`src/rtl/kat_adc_iic_byte_engine.sv`:
```
`default_nettype none
// ============================================================================
// Module      : kat_adc_iic_byte_engine
// Description : Bit-level IIC master. Takes one op word per byte and produces
//               an optional (repeated) START, nine bit slots and an optional
//               STOP on open-drain SCL/SDA. Returns the sampled byte and the
//               ninth-bit ack level. Honours slave clock stretching.
// Revision    : 1.0 - initial release
// ============================================================================
module kat_adc_iic_byte_engine #(
    parameter int CORE_FREQ = 100,
    parameter int IIC_FREQ  = 1
) (
    input  logic       OPB_Clk,
    input  logic       OPB_Rst,
    input  logic       op_valid,
    output logic       op_ready,
    input  logic       op_start,
    input  logic       op_stop,
    input  logic       op_rnw,
    input  logic       op_nack,
    input  logic [7:0] op_data,
    output logic       rd_valid,
    output logic [7:0] rd_data,
    output logic       rd_ack,
    output logic       busy,
    input  logic       sda_i,
    input  logic       scl_i,
    output logic       sda_o,
    output logic       scl_o,
    output logic       sda_t,
    output logic       scl_t
);

    // Quarter-bit length in clocks, never below one clock.
    localparam int c_quarter_raw = CORE_FREQ / (4 * IIC_FREQ);
    localparam int c_quarter     = (c_quarter_raw < 1) ? 1 : c_quarter_raw;
    localparam int c_cnt_w       = (c_quarter > 1) ? $clog2(c_quarter) : 1;
    localparam logic [c_cnt_w-1:0] c_cnt_last = c_cnt_w'(c_quarter - 1);

    localparam logic [1:0] c_s_idle  = 2'd0;
    localparam logic [1:0] c_s_start = 2'd1;
    localparam logic [1:0] c_s_bit   = 2'd2;
    localparam logic [1:0] c_s_stop  = 2'd3;

    logic [1:0]         r_state;
    logic [3:0]         r_bit;
    logic [1:0]         r_qtr;
    logic [c_cnt_w-1:0] r_cnt;
    logic               r_scl_seen;
    logic               r_held;
    logic               r_stop;
    logic               r_rnw;
    logic               r_nack;
    logic [7:0]         r_data;
    logic [7:0]         r_shift;
    logic               r_ack;
    logic               r_sda_t;
    logic               r_scl_t;
    logic               r_op_ready;
    logic               r_busy;
    logic               r_rd_valid;
    logic [7:0]         r_rd_data;
    logic               r_rd_ack;

    logic [3:0]         w_nbit;
    logic               w_nsda;
    logic               w_first_sda;
    logic               w_tick;

    assign sda_o    = 1'b0;
    assign scl_o    = 1'b0;
    assign sda_t    = r_sda_t;
    assign scl_t    = r_scl_t;
    assign op_ready = r_op_ready;
    assign busy     = r_busy;
    assign rd_valid = r_rd_valid;
    assign rd_data  = r_rd_data;
    assign rd_ack   = r_rd_ack;

    // SDA level for the bit slot about to start (next bit, or first bit of a new op).
    always_comb begin
        w_nbit      = (r_state == c_s_bit) ? (r_bit + 4'd1) : 4'd0;
        if (w_nbit == 4'd8) begin
            w_nsda = r_rnw ? r_nack : 1'b1;
        end else begin
            w_nsda = r_rnw ? 1'b1 : r_data[3'd7 - w_nbit[2:0]];
        end
        w_first_sda = op_rnw ? 1'b1 : op_data[7];
        // q1 only counts once SCL has actually been seen high (clock stretching).
        w_tick      = (r_qtr != 2'd1) || scl_i || r_scl_seen;
    end

    // Sequencer: accepts ops, walks quarters through START/BIT/STOP, drives the lines.
    always_ff @(posedge OPB_Clk) begin
        if (OPB_Rst) begin
            r_state    <= c_s_idle;
            r_bit      <= 4'd0;
            r_qtr      <= 2'd0;
            r_cnt      <= '0;
            r_scl_seen <= 1'b0;
            r_held     <= 1'b0;
            r_stop     <= 1'b0;
            r_rnw      <= 1'b0;
            r_nack     <= 1'b0;
            r_data     <= 8'd0;
            r_shift    <= 8'd0;
            r_ack      <= 1'b0;
            r_sda_t    <= 1'b1;
            r_scl_t    <= 1'b1;
            r_op_ready <= 1'b0;
            r_busy     <= 1'b0;
            r_rd_valid <= 1'b0;
            r_rd_data  <= 8'd0;
            r_rd_ack   <= 1'b0;
        end else begin
            r_rd_valid <= 1'b0;
            if (r_state == c_s_idle) begin
                if (op_valid && r_op_ready) begin
                    r_stop     <= op_stop;
                    r_rnw      <= op_rnw;
                    r_nack     <= op_nack;
                    r_data     <= op_data;
                    r_op_ready <= 1'b0;
                    r_busy     <= 1'b1;
                    r_qtr      <= 2'd0;
                    r_cnt      <= '0;
                    r_scl_seen <= 1'b0;
                    // A free bus always needs a START, whatever the op asked for.
                    if (op_start || !r_held) begin
                        r_state <= c_s_start;
                        r_sda_t <= 1'b1;
                    end else begin
                        r_state <= c_s_bit;
                        r_bit   <= 4'd0;
                        r_sda_t <= w_first_sda;
                    end
                end else begin
                    r_op_ready <= 1'b1;
                end
            end else begin
                if ((r_qtr == 2'd1) && scl_i) begin
                    r_scl_seen <= 1'b1;
                end
                if ((r_state == c_s_bit) && (r_qtr == 2'd2) && (r_cnt == '0)) begin
                    if (r_bit == 4'd8) begin
                        r_ack <= sda_i;
                    end else begin
                        r_shift[3'd7 - r_bit[2:0]] <= sda_i;
                    end
                end
                if (w_tick) begin
                    if (r_cnt != c_cnt_last) begin
                        r_cnt <= r_cnt + c_cnt_w'(1);
                    end else begin
                        r_cnt      <= '0;
                        r_qtr      <= r_qtr + 2'd1;
                        r_scl_seen <= 1'b0;
                        case (r_state)
                            c_s_start: begin
                                case (r_qtr)
                                    2'd0:    r_scl_t <= 1'b1;
                                    2'd1:    r_sda_t <= 1'b0;
                                    2'd2:    r_scl_t <= 1'b0;
                                    default: begin
                                        r_state <= c_s_bit;
                                        r_bit   <= 4'd0;
                                        r_sda_t <= w_nsda;
                                    end
                                endcase
                            end
                            c_s_bit: begin
                                case (r_qtr)
                                    2'd0:    r_scl_t <= 1'b1;
                                    2'd1:    r_scl_t <= r_scl_t;
                                    2'd2:    r_scl_t <= 1'b0;
                                    default: begin
                                        if (r_bit == 4'd8) begin
                                            r_rd_valid <= 1'b1;
                                            r_rd_data  <= r_shift;
                                            r_rd_ack   <= r_ack;
                                            if (r_stop) begin
                                                r_state <= c_s_stop;
                                                r_sda_t <= 1'b0;
                                            end else begin
                                                // Bus stays owned: SCL low, SDA untouched.
                                                r_state    <= c_s_idle;
                                                r_held     <= 1'b1;
                                                r_busy     <= 1'b1;
                                                r_op_ready <= 1'b1;
                                            end
                                        end else begin
                                            r_bit   <= r_bit + 4'd1;
                                            r_sda_t <= w_nsda;
                                        end
                                    end
                                endcase
                            end
                            default: begin
                                case (r_qtr)
                                    2'd0:    r_scl_t <= 1'b1;
                                    2'd1:    r_sda_t <= 1'b1;
                                    2'd2:    r_scl_t <= 1'b1;
                                    default: begin
                                        r_state    <= c_s_idle;
                                        r_held     <= 1'b0;
                                        r_busy     <= 1'b0;
                                        r_op_ready <= 1'b1;
                                    end
                                endcase
                            end
                        endcase
                    end
                end
            end
        end
    end

endmodule
`default_nettype wire

```
`config.mk`:
```
export PLATFORM = sky130hd
export DESIGN_NAME = kat_adc_iic_byte_engine
export DESIGN_NICKNAME = d
export VERILOG_FILES = /design/src/rtl/kat_adc_iic_byte_engine.sv
export SDC_FILE = /design/constraint.sdc
export NUM_CORES = 1
export LEC_CHECK = 0
export BUFFER_PORTS_ARGS = -buffer_cell sky130_fd_sc_hd__buf_2
export CORE_UTILIZATION = 57
export CTS_CLUSTER_SIZE = 28
export DETAILED_ROUTE_END_ITERATION = 8
export GPL_ROUTABILITY_DRIVEN = 0
export GPL_TIMING_DRIVEN = 0
export PLACE_DENSITY = 0.78
export SYNTH_ARGS = -nofsm -noshare
export SYNTH_HDL_FRONTEND = slang
export SYNTH_SLANG_ARGS = --single-unit
export TNS_END_PERCENT = 50
```
`constraint.sdc`:
```
create_clock -name OPB_Clk -period 2.3 [get_ports OPB_Clk]
set_input_delay 0.23 -clock OPB_Clk [delete_from_list [all_inputs] [get_ports OPB_Clk]]
set_output_delay 0.23 -clock OPB_Clk [all_outputs]
set_load 0.05 [all_outputs]
```
==> qor.yml, run 1 <==
route:
  ant_nets: 0
  first_iter_violations: 176
  vias: 2289
  drt-total-wl_mm: 5.85
  remaining_drc_errors: 0
  vias_per_cell: 5.65
  first_pass_iters: 4
  wl_per_cell_um: 14.4
synthesis:
  ys_warn_count: 0
  yosysMostFrequentCell: "nand2_1"
  synth_cell_types: 51
  synth_top_area_cell: "dfxtp_1"
  synthSimpleGateAreaFrac_pct: 26.2
  syn_area_sq_um: 2520
  syn_avg_cell_area_sq_um: 8.01
  synth_top_family_by_area: "simple AND/OR/NAND/NOR gates"
  syn_inst: 315
  synthAdderAreaFrac_pct: 5.95
  synth_area_leaders: "dfxtp_1 39%, nand2_1 8.6%, a21oi_1 6.5%"
  yosys_register_bits: 49
  synth.area.mux_share_pct: 4.36
  synth_edf_count: 0
  synthXorXnorAreaFrac_pct: 1.74
  synth_compound_area_share_pct: 17.3
  synthArstFlopShare_pct: 0
  yosysSeqAreaShare_pct: 38.9
  netlist.area_leader.share_pct: 38.9
  synthTopCellsByCount: "58 x nand2_1, 49 x dfxtp_1, 33 x a21oi_1"
  synth-main-ff-cell: "dfxtp_1"
critical_path:
  path_delay_family: "simple AND/OR/NAND/NOR gates"
  cp.depth: 9
  crit_path_max_incr_delay_ns: 0.42
  worstRegToRegCells: 9
  startpoint: "r_bit[0]$_SDFFE_PP0P_"
  critPathBufInv: 3
  r2r-start: "r_bit[0]$_SDFFE_PP0P_"
  startpoint_type: "register"
  crit_slowest_cell: "or4_1"
  worstPathMaxFanout: 8
  endpoint_kind: "register"
  critical_path_class: "register to register"
  path_cells: "clkbuf_2 -> inv_1 -> ha_1 -> nand3b_1 -> buf_4 -> a21oi_4 -> nand2_1 -> or4_1 -> nor3b_1"
  worstPathRequired_ns: 2.49
  cp.arrival_ns: 2.35
  rr_endpoint: "busy$_SDFFE_PP0P_"
  rrSetupSlack_ns: 0.14
  endpoint: "busy$_SDFFE_PP0P_"
die:
  initial_core_util_pct: 61.3
  dieArea_sq_um: 4700
  core_area_sq_um: 4120
  die_h_um: 68.5
  die_w_um: 68.5
  rows: 23
  pin_count: 33
clock_network:
  cts-htree-levels: 2
  clkLatencyLatePin_ns: 0.31
  cts_buffers: 5
  clkTransAtPathRegs_ns: 0.09
  cts_tree: "yes"
  root_buffer: "clkbuf_8"
  cts_buffer_depth: 2
  clock-sinks: 49
hold_path:
  holdPathStages: 3
  hp-class: "input pin to register"
global_route:
  first_global_vias: 2026
  grt_remaining_overflow: 0
  grt_max_degree: 16
  grt_pass1_wl_mm: 9.72
  antenna_found_initial: 0
  track_usage_pct: 28.2
sta:
  slew_headroom_pct: 44.6
  clock.fmax_mhz: 463
  setup_violations: 0
  rsz0062_at_grt: "no"
  post-route-period-util_pct: 94.0
  finalCriticalPeriod_ns: 2.16
  setup_tns_ns: 0
  tightest_slew_ns: 0.824
  hold_viol: 0
  finalWorstSetupSlack_ns: 0.138
  maxSlewViolCount: 0
  clock_skew_ns: 0.0128
layout:
  final_util_pct: 69.7
  num_antenna_cells: 0
  areaGrowthSynthToFinish_pct: 13.6
  nFillCells: 367
  fin_nets: 383
  layout-drive-gt1-share_pct: 15.8
job:
  maxCapViolCount: 0
power_and_ir_drop:
  leakage_nw: 1.06
  peakVddDrop_mv: 0.422
  power_density_nw_per_um2: 585
place:
  placement.io_buffers: 29
  preCtsSetupSlack_ns: -0.0906
  dp_hpwl_mm: 4.22
run_status:
  status: "finished, final reports clean"
-- worst min path at each step --
stage                                 start                      end  slack [ns]
floorplan                        op_data[0]   r_data[0]$_SDFFE_PP0P_        0.37
global placement    rd_data[5]$_SDFFE_PP0P_  rd_data[5]$_SDFFE_PP0P_        0.43
detailed placement  rd_data[6]$_SDFFE_PP0P_  rd_data[6]$_SDFFE_PP0P_        0.44
CTS                              op_data[1]   r_data[1]$_SDFFE_PP0P_        0.15
global route                     op_data[6]   r_data[6]$_SDFFE_PP0P_        0.15
finish                           op_data[0]   r_data[0]$_SDFFE_PP0P_        0.15
-- registers in the layout (all words and copies together), names as in the netlist, 2 cells and up --
name and cells:
r_data 8, r_cnt 5, rd_data 8, r_qtr 2, r_bit 4, r_state 2, r_shift 8
-- repair_timing --
action                                  CTS  global route
hold buffers                              0             0
buffers inserted                          2             1
endpoints found under the setup margin    6            24
pin swaps                                 0             1
gates resized for setup                   1             8
-- cells by family (layout without fill, tap and decap cells) --
group | after synthesis | after routing
compound gates | 68 | 68
xor+xnor | 5 | 5
fa+ha+maj | 12 | 12
buf+inv | 33 | 72
flops | 49 | 49
mux | 11 | 11
other cells | 1 | 2
simple gates | 136 | 136
-- per-stage QoR --
stage                     cell area (sq um)  instances  total power, mW  hold slack [ns]
after floorplan                        2530        316             1.11            0.366
after global placement                 2740        395             1.18            0.434
after detailed placement               2740        395             1.18            0.441
after CTS                              2840        405             1.68            0.147
after global routing                   2870        405             1.75            0.153
final                                  2870        405             1.68            0.150
-- power breakdown --
group          internal (mW)  total, mW  switching (mW)  leakage, nW
clock                  0.215      0.511           0.296       0.0374
combinational         0.0879      0.265           0.177        0.628
sequential             0.879      0.902          0.0230        0.397
-- tightest hold or removal path, stage by stage --
cell	delay [ns]
buf_2	0.09
nand2_1	0.04
a21oi_1	0.05
-- metal layers --
layer | track usage (%) | share of wire, % | vias up
met1 | 39.0 | 48 | 1054
met4 | 10.4 | 1.6 | 0
li1 | - | - | 1161
met3 | 5.92 | 6.1 | 8
met2 | 42.9 | 44 | 66
met5 | 0 | 0 | -
-- area by class of cell --
cell class / count / area [sq um] / area share [%]
clock inverters: 2 / 15.0 / 0.524
plain buffers: 18 / 82.6 / 2.88
multi-input cells: 234 / 1430 / 50.0
repair buffers: 32 / 168 / 5.85
inverters: 14 / 52.6 / 1.83
flip-flops and latches: 49 / 982 / 34.2
well taps: 50 / 62.6 / 2.18
clock buffers: 6 / 72.6 / 2.53
-- cells in the final DEF (no fill, tap or decap), drive strengths merged, types with 3 or more instances in the layout --
cell type | Yosys | routed
nand2b | 4 | 4
dfxtp | 49 | 49
ha | 12 | 12
nor3 | 12 | 12
nand3b | 3 | 3
a31oi | 5 | 5
nand3 | 8 | 8
buf | 4 | 36
a21oi | 34 | 34
nor2 | 26 | 26
nand4 | 3 | 3
nor3b | 4 | 4
mux2i | 11 | 11
nand2 | 58 | 58
clkbuf | 15 | 20
o21ai | 10 | 10
and3 | 3 | 3
or4 | 3 | 3
or3 | 3 | 3
or2 | 4 | 4
xor2 | 4 | 4
inv | 14 | 14
(Power assumes the default switching activity.)
==> run 2: changes to the inputs <==
Settings changed: PLACE_DENSITY 0.78 to 0.79, REMOVE_ABC_BUFFERS set to 1.
==> qor.yml, run 2 (synthesized netlist as in run 1, its figures left out) <==
run_status:
  status: "finished, final reports clean"
global_route:
  grt_max_degree: 51
  grt_use_met3_pct: 5.26
  grt_util_met1_pct: 33.5
  busiest_layer: "met2"
  grt_remaining_overflow: 0
  grt_pass1_wl_mm: 8.68
  first_global_vias: 1902
  use_met2_pct: 38.8
  antenna_found_initial: 0
  track_usage_pct: 24.8
power_and_ir_drop:
  leakage_nw: 1.03
  peakVddDrop_mv: 0.390
  power_density_nw_per_um2: 593
critical_path:
  cp.arrival_ns: 2.36
  worstPathRequired_ns: 2.50
  path_cells: "inv_1 -> ha_1 -> nor3b_2 -> nor3_1 -> a31oi_1 -> or2_1"
  endpoint: "scl_t$_SDFFE_PP1P_"
  critical_path_class: "register to register"
  path_delay_family: "simple AND/OR/NAND/NOR gates"
  startpoint: "r_qtr[1]$_SDFFE_PP0P_"
  cp.depth: 6
  endpoint_kind: "register"
  worstPathMaxFanout: 8
  rrSetupSlack_ns: 0.14
  critPathBufInv: 1
  worstRegToRegCells: 6
  startpoint_type: "register"
  rr_endpoint: "scl_t$_SDFFE_PP1P_"
  crit_path_max_incr_delay_ns: 0.71
  r2r-start: "r_qtr[1]$_SDFFE_PP0P_"
  crit_slowest_cell: "nor3_1"
clock_network:
  clkLatencyLatePin_ns: 0.31
  hold_buffers: 0
  cts_tree: "yes"
  clock-sinks: 49
  root_buffer: "clkbuf_8"
  cts_buffers: 5
  cts-htree-levels: 2
  cts_buffer_depth: 2
  clkTransAtPathRegs_ns: 0.09
sta:
  finalCriticalPeriod_ns: 2.16
  post-route-period-util_pct: 93.9
  setup_violations: 0
  clock_skew_ns: 0.00949
  tightest_slew_ns: 0.919
  holdWs_ns: 0.152
  hold_viol: 0
  clock.fmax_mhz: 463
  maxSlewViolCount: 0
  slew_headroom_pct: 38.3
route:
  drt-total-wl_mm: 5.51
  wl_per_cell_um: 14.1
  first_iter_violations: 198
  vias_per_cell: 5.79
  ant_nets: 0
  first_pass_iters: 4
  vias: 2259
  remaining_drc_errors: 0
layout:
  layout_common_cells: "58 x nand2_1, 47 x dfxtp_1, 33 x a21oi_1"
  fin_nets: 368
  nFillCells: 359
  regArea_sq_um: 983
  final_common_cell: "nand2_1"
  layout-drive-gt1-share_pct: 16.2
  final_util_pct: 68.7
  areaGrowthSynthToFinish_pct: 12.0
  multi_input_area_sq_um: 1450
  num_antenna_cells: 0
job:
  maxCapViolCount: 0
die:
  die_h_um: 68.5
  rows: 23
  core_area_sq_um: 4120
  die_w_um: 68.5
  initial_core_util_pct: 61.3
  pin_count: 33
  dieArea_sq_um: 4700
place:
  placement.io_buffers: 30
  dp_hpwl_mm: 3.65
hold_path:
  hp-class: "input pin to register"
==> run 2: changes by cell type in the layout (fill, tap and decap cells not counted) <==
cell      change
clkbuf_1     -12
buf_4         -1
nand3_1       -1
nor3_2        -2
a21oi_2       +1
ha_4          +2
nand3_4       +1
clkbuf_2      -2
nor3_1        +2
a21oi_4       -1
dfxtp_1       -1
ha_1          -2
dfxtp_2       +1
==> run 2: stage by stage <==
step	instances	TNS [ns]	total power, mW	setup slack [ns]	instance area, sq um
after floorplan	297	-0.127	1.09	-0.0818	2440
after global placement	377	-4.72	1.16	-0.659	2660
after detailed placement	377	-4.99	1.16	-0.680	2660
after CTS	388	0	1.68	0.0366	2780
after global routing	390	-0.0204	1.75	-0.0204	2830
final	390	0	1.68	0.140	2830
==> run 2: how the worst min path moves through the flow <==
stage | from | to | depth (start not counted)
after floorplan | OPB_Rst | r_ack$_SDFFE_PP0P_ | 1
after global placement | rd_data[7]$_SDFFE_PP0P_ | rd_data[7]$_SDFFE_PP0P_ | 2
after detailed placement | rd_data[6]$_SDFFE_PP0P_ | rd_data[6]$_SDFFE_PP0P_ | 2
after CTS | op_nack | r_nack$_SDFFE_PP0P_ | 3
after global routing | op_stop | r_stop$_SDFFE_PP0P_ | 3
final | op_nack | r_nack$_SDFFE_PP0P_ | 3
==> run 2: worst register-to-register path, stage by stage (launching register included) <==
cell and delay, ns:
dfxtp_1 0.39, inv_1 0.10, ha_1 0.25, nor3b_2 0.22, nor3_1 0.71, a31oi_1 0.16
or2_1 0.23
==> run 2: routing by layer <==
layer,routed length (um),part of all wire [%]
met5,0,0
met1,2570,47
met3,260,4.7
met2,2600,47
met4,81,1.5
==> run 2: report_power, final <==
part / leakage (nW) / total, mW / internal [mW] / switching [mW]
Sequential: 0.398 / 0.904 / 0.879 / 0.0255
Combinational: 0.596 / 0.268 / 0.0922 / 0.175
Clock: 0.0374 / 0.505 / 0.215 / 0.290
==> run 2: final cells by class <==
type / instances / share of cell area [%]
repair buffers: 35 / 6.64
flip-flops and latches: 49 / 34.8
clock buffers: 6 / 2.57
inverters: 14 / 1.86
clock inverters: 2 / 0.531
multi-input cells: 234 / 51.4
well taps: 50 / 2.21
==> run 2: timing repair <==
action	CTS	global route
endpoints found under the setup margin	14	18
setup buffers	3	2
pin swaps	1	0
resized for setup	3	6
